[src/rtl/residual_decompress_pkg.sv]
// residual_decompress_pkg: shared types, sizes and channel-width helpers for residual_decompress
package residual_decompress_pkg;
  localparam int NUM_PIXELS = 32;
  localparam int WORD_W = 32;
  localparam int RAW_PIX_BITS = 32;
  localparam int MAX_COMP_PIX_BITS = 14;
  typedef logic [3:0][7:0] pixel_rgba_t;
  typedef enum logic [0:0] {IDLE, DECODE} decomp_state_e;
  typedef struct packed {
    logic [7:0] r_min;
    logic [7:0] g_min;
    logic [7:0] b_min;
    logic [7:0] a_min;
    logic skip_r;
    logic skip_g;
    logic skip_b;
    logic skip_a;
    logic [11:0] bits_required;
  } header_t;
  // Channel c: 0=R (bits_required[11:9]) .. 3=A (bits_required[2:0]).
  function automatic logic [3:0] chan_width(input header_t h, input logic [1:0] c);
    logic [3:0] sk;
    logic [3:0][2:0] br;
    sk = {h.skip_a, h.skip_b, h.skip_g, h.skip_r};
    br = {h.bits_required[2:0], h.bits_required[5:3], h.bits_required[8:6], h.bits_required[11:9]};
    return sk[c] ? 4'd0 : {1'b0, br[c]} + 4'd1;
  endfunction
  function automatic logic [5:0] pix_width(input header_t h, input logic raw);
    logic [5:0] s;
    s = 6'd0;
    for (int c = 0; c < 4; c++) s = s + {2'b0, chan_width(h, 2'(c))};
    return raw ? 6'(RAW_PIX_BITS) : s;
  endfunction
endpackage

[src/rtl/residual_decompress_unpack.sv]
// residual_field_unpack: splits the low 32 buffer bits into one RGBA pixel (min + residual, or raw bytes)
//   buffer : next pixel's bits, LSB-first R,G,B,A
//   hdr    : latched block header
//   raw    : 1 = raw pixel (bytes taken directly, mins ignored)
//   pixel  : rebuilt pixel, [0]=R .. [3]=A
//   ovf    : per-channel 9-bit sum carry for non-skipped compressed channels
module residual_field_unpack
  import residual_decompress_pkg::*;
(
  input  logic [31:0] buffer,
  input  header_t     hdr,
  input  logic        raw,
  output pixel_rgba_t pixel,
  output logic [3:0]  ovf
);
  pixel_rgba_t mins;
  logic [5:0] off;
  logic [3:0] w;
  logic [31:0] sh;
  logic [8:0] mask;
  logic [8:0] sum;
  assign mins = {hdr.a_min, hdr.b_min, hdr.g_min, hdr.r_min};
  always_comb begin
    off = '0;
    w = '0;
    sh = '0;
    mask = '0;
    sum = '0;
    pixel = '0;
    ovf = '0;
    for (int c = 0; c < 4; c++) begin
      w = chan_width(hdr, 2'(c));
      sh = buffer >> off;
      mask = (9'd1 << w) - 9'd1;
      sum = {1'b0, mins[c]} + {1'b0, sh[7:0] & mask[7:0]};
      pixel[c] = raw ? buffer[8*c +: 8] : sum[7:0];
      ovf[c] = !raw && w != 4'd0 && sum[8];
      off = off + {2'b0, w};
    end
  end
endmodule

[src/rtl/residual_decompress.sv]
// residual_decompress: rebuilds 32 RGBA pixels of a block from a header and a packed residual word stream
//   clk, rst (async, active-low)
//   hdr_valid/hdr_ready, hdr, hdr_compressable : block header handshake
//   in_valid/in_ready, in_data                 : payload words, bit 0 consumed first
//   out_valid/out_ready, out_pixel, out_idx, out_last : one pixel per handshake
//   err : sticky channel-overflow flag when RESIDUAL_DECOMP_CHECK_EN is defined, else 0
module residual_decompress
  import residual_decompress_pkg::*;
(
  input  logic        clk,
  input  logic        rst,
  input  logic        hdr_valid,
  output logic        hdr_ready,
  input  header_t     hdr,
  input  logic        hdr_compressable,
  input  logic        in_valid,
  output logic        in_ready,
  input  logic [31:0] in_data,
  output logic        out_valid,
  input  logic        out_ready,
  output pixel_rgba_t out_pixel,
  output logic [4:0]  out_idx,
  output logic        out_last,
  output logic        err
);
  decomp_state_e state;
  header_t h;
  logic raw;
  logic [5:0] w;
  logic [63:0] bits;
  logic [6:0] cnt;
  logic [5:0] words;
  logic [5:0] pix;
  pixel_rgba_t px;
  logic [3:0] ovf;
  logic take, ext;
  logic [63:0] kept;
  logic [6:0] base;
  assign hdr_ready = state == IDLE;
  assign in_ready = state == DECODE && cnt <= 7'd32 && words < w;
  assign take = in_valid && in_ready;
  assign ext = state == DECODE && cnt >= {1'b0, w} && pix < 6'(NUM_PIXELS) && (!out_valid || out_ready);
  // Extraction drops W bits first, so a word taken in the same cycle lands at count - W.
  assign kept = ext ? bits >> w : bits;
  assign base = ext ? cnt - {1'b0, w} : cnt;
  residual_field_unpack u_unpack (.buffer(bits[31:0]), .hdr(h), .raw(raw), .pixel(px), .ovf(ovf));
  always_ff @(posedge clk or negedge rst) begin
    if (!rst) begin
      state <= IDLE;
      h <= '0;
      raw <= 1'b0;
      w <= '0;
      bits <= '0;
      cnt <= '0;
      words <= '0;
      pix <= '0;
      out_valid <= 1'b0;
      out_pixel <= '0;
      out_idx <= '0;
      out_last <= 1'b0;
    end else begin
      if (state == IDLE && hdr_valid) begin
        state <= DECODE;
        h <= hdr;
        raw <= !hdr_compressable;
        w <= pix_width(hdr, !hdr_compressable);
        bits <= '0;
        cnt <= '0;
        words <= '0;
        pix <= '0;
      end else if (state == DECODE) begin
        if (out_valid && out_ready && out_last) state <= IDLE;
        bits <= take ? kept | ({32'b0, in_data} << base) : kept;
        cnt <= base + (take ? 7'd32 : 7'd0);
        words <= words + 6'(take);
        if (ext) begin
          out_pixel <= px;
          out_idx <= pix[4:0];
          out_last <= pix == 6'(NUM_PIXELS - 1);
          pix <= pix + 6'd1;
        end
      end
      out_valid <= ext ? 1'b1 : out_valid && !out_ready;
    end
  end
`ifdef RESIDUAL_DECOMP_CHECK_EN
  always_ff @(posedge clk or negedge rst) begin
    if (!rst) err <= 1'b0;
    else if (ext && |ovf) err <= 1'b1;
  end
`else
  logic unused_ovf;
  assign unused_ovf = ^ovf;
  assign err = 1'b0;
`endif
endmodule

[config.mk]
export PLATFORM = sky130hd
export DESIGN_NAME = residual_decompress
export DESIGN_NICKNAME = d
export VERILOG_FILES = /design/src/rtl/residual_decompress_pkg.sv /design/src/rtl/residual_decompress_unpack.sv /design/src/rtl/residual_decompress.sv
export SDC_FILE = /design/constraint.sdc
export NUM_CORES = 1
export LEC_CHECK = 0
export BUFFER_PORTS_ARGS = -buffer_cell sky130_fd_sc_hd__buf_2
export CAP_MARGIN = 40
export CELL_PAD_IN_SITES_DETAIL_PLACEMENT = 1
export CELL_PAD_IN_SITES_GLOBAL_PLACEMENT = 2
export CORE_AREA = 4 4 231 233
export DETAILED_ROUTE_END_ITERATION = 16
export DIE_AREA = 0 0 235 237
export PLACE_DENSITY = 0.95
export SLEW_MARGIN = 10
export SYNTH_ARGS = -nofsm -noshare
export SYNTH_HDL_FRONTEND = slang
export SYNTH_SLANG_ARGS = --single-unit
[constraint.sdc]
create_clock -name clk -period 13.08 [get_ports clk]
set_input_delay 1.962 -clock clk [delete_from_list [all_inputs] [get_ports clk]]
set_output_delay 1.962 -clock clk [all_outputs]
set_load 0.05 [all_outputs]
==> key figures <==
Run status
  • Outcome: finished clean

Synthesis
  • Cell count after synthesis: 2,634
  • Number of flops mapped to enable cells by yosys: 0
  • Avg Synthesized Cell Area: 7.88 µm²
  • Warning count from the yosys run: 0
  • Seq cells post-synth: between 150 and 200
  • Fraction of registers with async set or reset after synthesis: 100%
  • Synthesized area: roughly 21,000 µm²
  • Net Count, Synth: 2,803
  • Post-synthesis sequential area ratio: 21.4%
  • Most used DFF post-synth: dfrtp_1
  • Distinct cells, synth: 100

Cells and area
  • Final Net Count: 2,765
  • Area delta synth->final: 7.99%
  • Layout cells sized above 1: between 10% and 20%
  • Finished Core Util: 43.8%
  • Most frequent cells in the layout: nand2_1, a21oi_1, nor2_1
  • Commonest non-fill, non-tap cell in the layout: nand2_1
  • Inserted Diodes: 0

Placement
  • Worst Setup Slack post-DPL: just under 6 ns
  • PortBufs: approximately 130
  • GPL Wtd Cong: 0.961
  • DPL Wire Length: 64.4 mm

CTS
  • Clock root cell: clkbuf_16
  • H-tree depth: 4
  • Postcts setup bufs: 0
  • CTS resizes: 0
  • Clock transition at path regs: 0.08 ns
  • CTS tree: done
  • TritonCTS buffer count: 17
  • Cts hold-fix bufs: 0
  • Clock Latency Late Sink: 0.53 ns
  • Max clock buf depth: 2
  • Clock net sink count: roughly 180

Timing
  • Clock Skews: 0.0224 ns
  • Clock period minus final worst setup slack: 7.20 ns
  • Worst Setup Slack, final: 5.88 ns
  • Worst Tran Pin Value: 1.08 ns
  • # setup viols final: 0
  • Final Hold Violating Endpoints: 0
  • Headroom to the max-slew limit: 27.9%
  • Final period utilization: 55.1%
  • RSZ-0062 raised after global routing: false
  • Max Fclk: 139 MHz
  • Max Slew Vio Count: 0
  • TNS Setup: 0 ns

Setup path
  • Crit start category: register
  • Crit-path max FO: 35
  • Crit path kind: reg2reg
  • Critical path data required time: 13.50 ns
  • Worst path slowest cell: dfrtp_1
  • CP peak stage delay: 0.69 ns
  • Crit path DAT: 7.62 ns
  • CP bufs+invs: 5
  • Crit. End Element: register
  • Worst path top cell family by delay: buffers and inverters
  • CP Cell Sequence: or2_2 > inv_1 > ha_2 > fa_1 > buf_4 > fa_1 > buf_4 > inv_1 > mux4_2 > mux4_2 > or3_1 > inv_1 > ha_1 > a21o_1 > a21o_1 > a21o_1 > a21oi_1 > o21ai_0 > xor2_1 > xnor2_1 > o31ai_1

Floorplanning
  • Die height: 237 µm
  • Die W: 235 µm
  • Row Count: 83
  • Die area: approximately 56,000 µm²
  • Initial Util: about 41%
  • # IOs: 128
  • Placeable Area: between 50,000 and 60,000 µm²

Drt
  • Wire per inst: 26.7 µm
  • Vias per inst: roughly 6.7
  • Antenna Nets Post-Route: 0
  • Vias: 21,900
  • Post-Route WL: 87.7 mm
  • Iteration-0 DRC Markers: 2,228
  • Residual DRC count: 0
  • DRT Pass-1 Iters: 6

GRT
  • GRT Total Usage: a little under a third
  • Congestion Overflow GR: 0
  • Pin count of the biggest net entering global routing: just under 80
  • Initial antenna violation count: 1
  • First-pass GRT wire length: about 140 mm
  • Vias in the first global route: 22,400

Min path
  • Min-delay worst type: reg2reg

Flow run
  • Max-cap violations: 0
[cell type report]
type	instances	area (µm²)
Clock inverter	15	233
Inverter	56	210
Multi-Input combinational cell	2156	15100
Fill cell	6334	28800
Tap cell	680	851
Timing Repair Buffer	187	1170
Clock buffer	17	425
Sequential cell	178	4460
[stage by stage]
| step | instances | hold WS (ns) | cell area, µm² |
|---|---|---|---|
| final | 3289 | 0.487 | 22400 |
| after global routing | 3289 | 0.505 | 22400 |
| after CTS | 3286 | 0.486 | 22400 |
| after floorplan | 2634 | 0.452 | 20800 |
| after detailed placement | 3254 | 0.466 | 21700 |
| after global placement | 3245 | 0.458 | 21600 |
[synthesized netlist by cell type, types with 32 or more instances]
cell / number / area (µm²)
buf_1: 32 / 120
o21ai_0: 145 / 726
nand3_1: 123 / 616
inv_1: 48 / 180
dfrtp_1: 178 / 4450
a211oi_1: 53 / 398
nor3_1: 37 / 185
a21oi_1: 180 / 901
clkbuf_1: 142 / 533
buf_2: 54 / 270
mux2i_1: 125 / 1250
a31oi_1: 41 / 257
ha_1: 68 / 851
nand2_1: 494 / 1850
mux4_2: 99 / 2230
nor2_1: 180 / 676
o211ai_1: 101 / 758
[state kept, by name, indices dropped and copies added (netlist names)]
name	flops
pix	6
out_last	1
cnt	7
out_valid	1
words	6
out_pixel	32
w	6
raw	1
state	1
out_idx	5
h	48
bits	64
[kinds of logic after synthesis]
group / count (synthesis) / share of synthesized area [%]
and+or+nand+nor: 986 / 20.9
xor gates and xnor gates: 55 / 2.32
other: 1 / 0.0181
AOI/OAI and AO/OA: 774 / 24.9
buffers and inverters: 300 / 6.20
muxes: 257 / 18.7
DFF: 178 / 21.4
adders and majority gates: 83 / 5.54
[routing by layer]
metal	GRT usage, %	vias to the layer above	part of all wire (%)
met5	0	-	0.010
met1	39.7	11000	41
met2	50.4	1020	47
met4	13.9	2	4.9
li1	-	9645	-
met3	5.35	252	7.2
[worst paths after layout]
check                           endpoint         start  slack, ns  depth (start not counted)
setup / recovery           out_pixel[31]          h[9]       5.88                         21
hold / removal              out_pixel[0]  out_pixel[0]       0.49                          2
setup reg to reg           out_pixel[31]          h[9]       5.88                         21
hold reg to reg             out_pixel[0]  out_pixel[0]       0.49                          2
max in group asynchronous           w[0]           rst      10.59                          3
min in group asynchronous          h[25]           rst       1.36                          1
[worst min-delay path: cells and delay by family (launching register included)]
kind	cells	cell delay [ns]
flops	1	0.34
compound gates	1	0.07
simple gates	1	0.04
Power is not shown: default switching activity piles up to over one toggle a cycle in this logic, so the estimate is an artifact.
